### src/rtl/dwram_fetch_queue.sv
// Fetches a run of double-width pairs from a 1-cycle-latency RAM into a small
// output queue. Optional return-data bypass: DWRAM_FETCH_QUEUE_BYPASS_EN.
module dwram_fetch_queue #(
  parameter  int WIDTH  = 32,
  parameter  int DEPTH  = 256,
  parameter  int QDEPTH = 4,
  localparam int PA     = $clog2(DEPTH) - 1
) (
  input  logic                 clk,
  input  logic                 rst,

  input  logic                 req_valid,
  output logic                 req_ready,
  input  logic [PA-1:0]        req_addr,
  input  logic [PA:0]          req_count,

  output logic                 ram_enb,
  output logic [PA-1:0]        ram_addrb,
  input  logic [2*WIDTH-1:0]   ram_doutb,

  output logic                 out_valid,
  input  logic                 out_ready,
  output logic [2*WIDTH-1:0]   out_data,
  output logic                 out_last,

  input  logic                 flush,
  output logic                 busy
);

  // state | meaning
  // IDLE  | no request active; accepts a new request
  // RUN   | issuing reads while queue credit allows
  typedef enum logic {
    IDLE = 1'b0,
    RUN  = 1'b1
  } state_t;

  localparam int QA = $clog2(QDEPTH);

  state_t              state_q, state_d;
  logic [PA-1:0]       addr_q, addr_d;
  logic [PA:0]         rem_q, rem_d;
  logic                inflight_q;
  logic                inflight_last_q;
  logic [QA:0]         occ_q, occ_d;
  logic [QA-1:0]       wr_ptr_q, rd_ptr_q;
  logic [2*WIDTH-1:0]  mem_data_q [QDEPTH];
  logic                mem_last_q [QDEPTH];

  logic credit;
  logic issue;
  logic hs;
  logic q_valid;
  logic byp_avail;
  logic push;
  logic pop;

  assign credit  = (occ_q + (QA+1)'(inflight_q)) < (QA+1)'(QDEPTH);
  assign issue   = !rst && !flush && (state_q == RUN) && credit;
  assign ram_enb = issue;
  assign ram_addrb = addr_q;

  assign req_ready = !rst && !flush && (state_q == IDLE);
  assign hs        = req_valid && req_ready;

  assign q_valid = (occ_q != '0);
`ifdef DWRAM_FETCH_QUEUE_BYPASS_EN
  assign byp_avail = inflight_q && !q_valid;
`else
  assign byp_avail = 1'b0;
`endif

  assign out_valid = !rst && !flush && (q_valid || byp_avail);
  assign pop       = out_valid && out_ready && q_valid;
  // A bypassed pair that the consumer takes this cycle never enters the queue.
  assign push      = inflight_q && !rst && !flush && !(byp_avail && out_ready);

  always_comb begin
    out_data = '0;
    out_last = 1'b0;
    if (out_valid) begin
      if (q_valid) begin
        out_data = mem_data_q[rd_ptr_q];
        out_last = mem_last_q[rd_ptr_q];
      end else begin
        out_data = ram_doutb;
        out_last = inflight_last_q;
      end
    end
  end

  assign busy = !rst && ((state_q == RUN) || inflight_q || q_valid);

  always_comb begin
    state_d = state_q;
    addr_d  = addr_q;
    rem_d   = rem_q;
    case (state_q)
      IDLE: begin
        if (hs && (req_count != '0)) begin
          state_d = RUN;
          addr_d  = req_addr;
          rem_d   = req_count;
        end
      end
      RUN: begin
        if (issue) begin
          addr_d = addr_q + PA'(1);
          rem_d  = rem_q - (PA+1)'(1);
          if (rem_q == (PA+1)'(1)) state_d = IDLE;
        end
      end
      default: state_d = IDLE;
    endcase
    if (flush) begin
      state_d = IDLE;
      rem_d   = '0;
    end
  end

  always_comb begin
    occ_d = occ_q;
    case ({push, pop})
      2'b10:   occ_d = occ_q + (QA+1)'(1);
      2'b01:   occ_d = occ_q - (QA+1)'(1);
      default: occ_d = occ_q;
    endcase
  end

  always_ff @(posedge clk) begin
    if (rst) begin
      state_q         <= IDLE;
      addr_q          <= '0;
      rem_q           <= '0;
      inflight_q      <= 1'b0;
      inflight_last_q <= 1'b0;
      occ_q           <= '0;
      wr_ptr_q        <= '0;
      rd_ptr_q        <= '0;
    end else begin
      state_q         <= state_d;
      addr_q          <= addr_d;
      rem_q           <= rem_d;
      inflight_q      <= issue;
      inflight_last_q <= issue && (rem_q == (PA+1)'(1));
      if (flush) begin
        occ_q    <= '0;
        wr_ptr_q <= '0;
        rd_ptr_q <= '0;
      end else begin
        occ_q <= occ_d;
        if (push) wr_ptr_q <= wr_ptr_q + QA'(1);
        if (pop)  rd_ptr_q <= rd_ptr_q + QA'(1);
      end
    end
  end

  always_ff @(posedge clk) begin
    if (push) begin
      mem_data_q[wr_ptr_q] <= ram_doutb;
      mem_last_q[wr_ptr_q] <= inflight_last_q;
    end
  end

endmodule
### config.mk
export PLATFORM = sky130hd
export DESIGN_NAME = dwram_fetch_queue
export DESIGN_NICKNAME = d
export VERILOG_FILES = /design/src/rtl/dwram_fetch_queue.sv
export SDC_FILE = /design/constraint.sdc
export NUM_CORES = 1
export LEC_CHECK = 0
export CAP_MARGIN = 20
export CELL_PAD_IN_SITES_DETAIL_PLACEMENT = 0
export CELL_PAD_IN_SITES_GLOBAL_PLACEMENT = 1
export CORE_ASPECT_RATIO = 1.4
export CORE_MARGIN = 2
export CORE_UTILIZATION = 29
export DETAILED_ROUTE_END_ITERATION = 7
export GPL_TIMING_DRIVEN = 0
export PLACE_DENSITY_LB_ADDON = 0.1
export SYNTH_ARGS = -nofsm -noshare
export SYNTH_HDL_FRONTEND = slang
export SYNTH_SLANG_ARGS = --single-unit
export TNS_END_PERCENT = 100
### constraint.sdc
create_clock -name clk -period 3.73 [get_ports clk]
set_clock_uncertainty 0.2 [all_clocks]
set_input_delay 0.373 -clock clk [delete_from_list [all_inputs] [get_ports clk]]
set_output_delay 0.373 -clock clk [all_outputs]
set_load 0.01 [all_outputs]
==> flow_summary.ini <==
[run_status]
status = complete, no violations

[clock_network]
clock_latency_ns = 0.54
path_clk_slew_ns = 0.07
cts_root_buffer = clkbuf_16
cts_buffers = 28
clockBufferDepth = 3
clock_sink_count = 287
cts_tree = done
htree_levels = 1

[worst_setup_path]
worstReg2RegEnd = occ_q[2]$_SDFFE_PP0P_
cpPeakStageDelay_ns = 0.56
worstPathRequired_ns = 3.16
worst-r2r-cell-count = 8
crit_top_cell = buf_2
slowest_stage = mux4_2
crit_buf_inv = 3
reg2reg_slack_ns = 1.28
crit_family = buffers and inverters
r2r_start = occ_q[0]$_SDFFE_PP0P_
endpoint_kind = output port
path_class = flop to output port
crit_arrival_ns = 2.92
crit_fanout = 10
cp-start-kind = flop
worstPathCellList = buf_2 -> buf_2 -> mux4_2 -> and3_1 -> clkdlybuf4s50_1

[global_routing]
grt_pass1_wl_microns = 42300
grt_pass1_vias = 6985
antenna_found_initial = 0
use_met3_pct = 2.29
grt_overflow_total = 0
grt_max_degree = 35
grt_util_met2_pct = 26.3
met1_usage_pct = 15.7
grt_use_total_pct = 13.8
top_usage_layer = met2

[sta]
timing.final.crit_period_ns = 3.49
drv_slew = 0
maxSlewHeadroom_pct = 51.9
setup_viol = 0
max_freq_mhz = 286
rsz0062_at_grt = no
finalHoldViolCount = 0
fin_crit_sh_pct = 93.6
setup_ws_ns = 0.238
holdWs_ns = 0.0516
worst_pin_slew_ns = 0.721

[hold_path]
hp-class = input pin to flop
min_to = ram_addrb[6]$_SDFFE_PP0P_
min_path_cells = 3
min-delay-start = rst

[floorplan]
fp.dieH_microns = 238
dieArea_sq_um = 40900
rows = 85
ios = 160
die_x_microns = 171
design.core.area_sq_um = 38600
initial_core_util_pct = 29.5

[synth]
synth_seq_cells = 287
syn_nets = 696
synthArstFlopShare_pct = 0
synth_edf_count = 260
ys_types = 55
synth_largest_area_cell = edfxtp_1
ys_warn_count = 0
dominantRegCellSynth = edfxtp_1
netlist_instances = 603
syn_area_sq_um = 11400
seq_area_frac_synth_pct = 73.3
yosys.area.top_type_share_pct = 68.6
synth_area_leaders = edfxtp_1, mux4_2, dfxtp_1
avgSynthCellArea_sq_um = 18.9

[routing]
ant_nets = 0
drc = 0
wl_per_cell_microns = 21.1
wl_microns = 28200
drt_iter0_markers = 326
dr.pass1.iters = 5
route.detailed.vias_per_inst = 4.72
dr_total_vias = 6326

[layout]
fillCellCount = 3599
nNetsFinal = 890
final_cell_area_sq_um = 14700
diodes = 0
drive_above_1_share_pct = 17.5
area_delta_synth_final_pct = 29.4

[pwr]
p_leak_nw = 4.81
vdd_drop_max_uv = 393
powerDensity_nw_per_um2 = 454

[placed_design]
portBuffers = 158
place_area_sq_um = 13700
dpl.hpwl_microns = 17600
gp_congestion = 0.772
post-place-ws_ns = -0.0808

[job]
maxCapViolCount = 0
==> cell usage after synthesis, types with 2 or more instances <==
| cell | number |
|---|---|
| edfxtp_1 | 260 |
| and3_1 | 70 |
| mux4_2 | 65 |
| dfxtp_1 | 27 |
| clkbuf_1 | 23 |
| inv_1 | 14 |
| nor2_1 | 14 |
| a21oi_1 | 11 |
| buf_2 | 10 |
| ha_1 | 8 |
| nand2_1 | 8 |
| nand3_1 | 8 |
| nor3_1 | 8 |
| o21ai_0 | 6 |
| a32o_1 | 5 |
| o22ai_1 | 5 |
| or3_1 | 4 |
| a22oi_1 | 3 |
| a31oi_1 | 3 |
| buf_1 | 3 |
| mux2i_1 | 3 |
| o21ai_1 | 3 |
| o32ai_1 | 3 |
| xor2_1 | 3 |
| nor2b_1 | 2 |
| nor4_1 | 2 |
| o2bb2ai_1 | 2 |
| or4_4 | 2 |
| xnor2_1 | 2 |
==> logic make-up after synthesis <==
group / Yosys count / share of synthesized area [%]
AO/OA/AOI/OAI: 52 / 3.49
XOR/XNOR: 5 / 0.385
adder cells (fa/ha/maj): 9 / 1.06
buffers and inverters: 54 / 1.99
flip-flops: 287 / 73.3
multiplexers: 69 / 13.2
AND/OR/NAND/NOR: 127 / 6.53
==> metrics by stage <==
step | power [mW] | instances | util [%] | setup TNS [ns]
finish | 6.70 | 1340 | 38.2 | 0
global route | 6.94 | 1340 | 38.2 | 0
CTS | 6.81 | 1340 | 38.2 | 0
detailed placement | 3.83 | 1287 | 35.6 | -0.732
global placement | 3.82 | 1283 | 35.3 | -511.28
floorplan | 3.67 | 603 | - | 0
==> layer usage <==
layer  up-vias  wire length [microns]
li1       2853                      -
met1      3277                  11100
met2       156                  15500
met3        40                   1160
met4         0                    532
met5         -                      0
==> how the worst max path moves through the flow <==
| stage | start | depth (start not counted) | end |
|---|---|---|---|
| floorplan | rst | 4 | mem_data_q[0][0]$_DFFE_PP_ |
| global placement | flush | 4 | mem_data_q[3][29]$_DFFE_PP_ |
| detailed placement | flush | 6 | out_data[47] |
| CTS | flop | 5 | out_data[19] |
| global route | flop | 5 | out_data[39] |
| finish | flop | 5 | out_data[28] |
==> worst reg2reg max path: stages (launching register included) <==
cell,delay (ns)
dfxtp_1,0.40
or3_1,0.28
and3_1,0.26
ha_1,0.20
inv_1,0.06
fa_1,0.37
xor2_1,0.16
or3_1,0.31
a21oi_1,0.14
==> where the power goes <==
part	switching (mW)	leakage, nW	internal (mW)
logic	0.115	1.78	0.125
clock network	1.16	0.474	1.77
registers	0.0129	2.56	3.51
total	1.29	4.81	5.41
==> flip-flops by register name, indices dropped and copies added, names as in the netlist, 2 cells and up, named ones only <==
register,count
ram_addrb,7
rd_ptr_q,2
occ_q,3
wr_ptr_q,2
rem_q,8
mem_last_q,4
mem_data_q,256
==> layout by cell type, fill, tap and decap left out, types with 2 or more instances in the layout <==
cell	netlist	layout
edfxtp_1	260	260
clkdlybuf4s50_1	0	158
and3_1	70	66
mux4_2	65	65
clkbuf_16	0	29
dfxtp_1	27	27
clkbuf_1	23	26
inv_1	14	14
nor2_1	14	14
a21oi_1	11	11
buf_2	10	10
nand2_1	8	8
nor3_1	8	8
nand3_1	8	8
ha_1	8	8
o21ai_0	6	6
o22ai_1	5	5
a32o_1	5	5
clkinv_2	0	5
or3_1	4	4
and3_4	0	4
clkinv_1	1	4
bufinv_16	0	4
clkbuf_8	0	4
buf_16	0	4
clkbuf_2	0	3
buf_1	3	3
a31oi_1	3	3
mux2i_1	3	3
xor2_1	3	3
a22oi_1	3	3
o32ai_1	3	3
o21ai_1	3	3
xnor2_1	2	2
or4_4	2	2
nor2b_1	2	2
o2bb2ai_1	2	2
nor4_1	2	2
dlygate4sd3_1	0	2
==> timing repair <==
item                                    in CTS  in global routing
hold buffers                                 2                  0
buffers inserted                             0                  0
endpoints found under the setup margin      50                  0
gates resized for setup                      3                  0
endpoints found under the hold margin        4                  0
==> final cells by class <==
class                           instances  area, sq um  share of cell area (%)
Sequential cell                       287         8350                    56.7
Multi-Input combinational cell        262         2830                    19.2
Timing Repair Buffer                  164         1710                    11.6
Clock buffer                           39          803                    5.45
Tap cell                              522          653                    4.43
Buffer                                 38          170                    1.15
Clock inverter                         12          156                    1.06
Inverter                               16         60.1                   0.408
No activity file was read; power rests on OpenSTA's default activity.
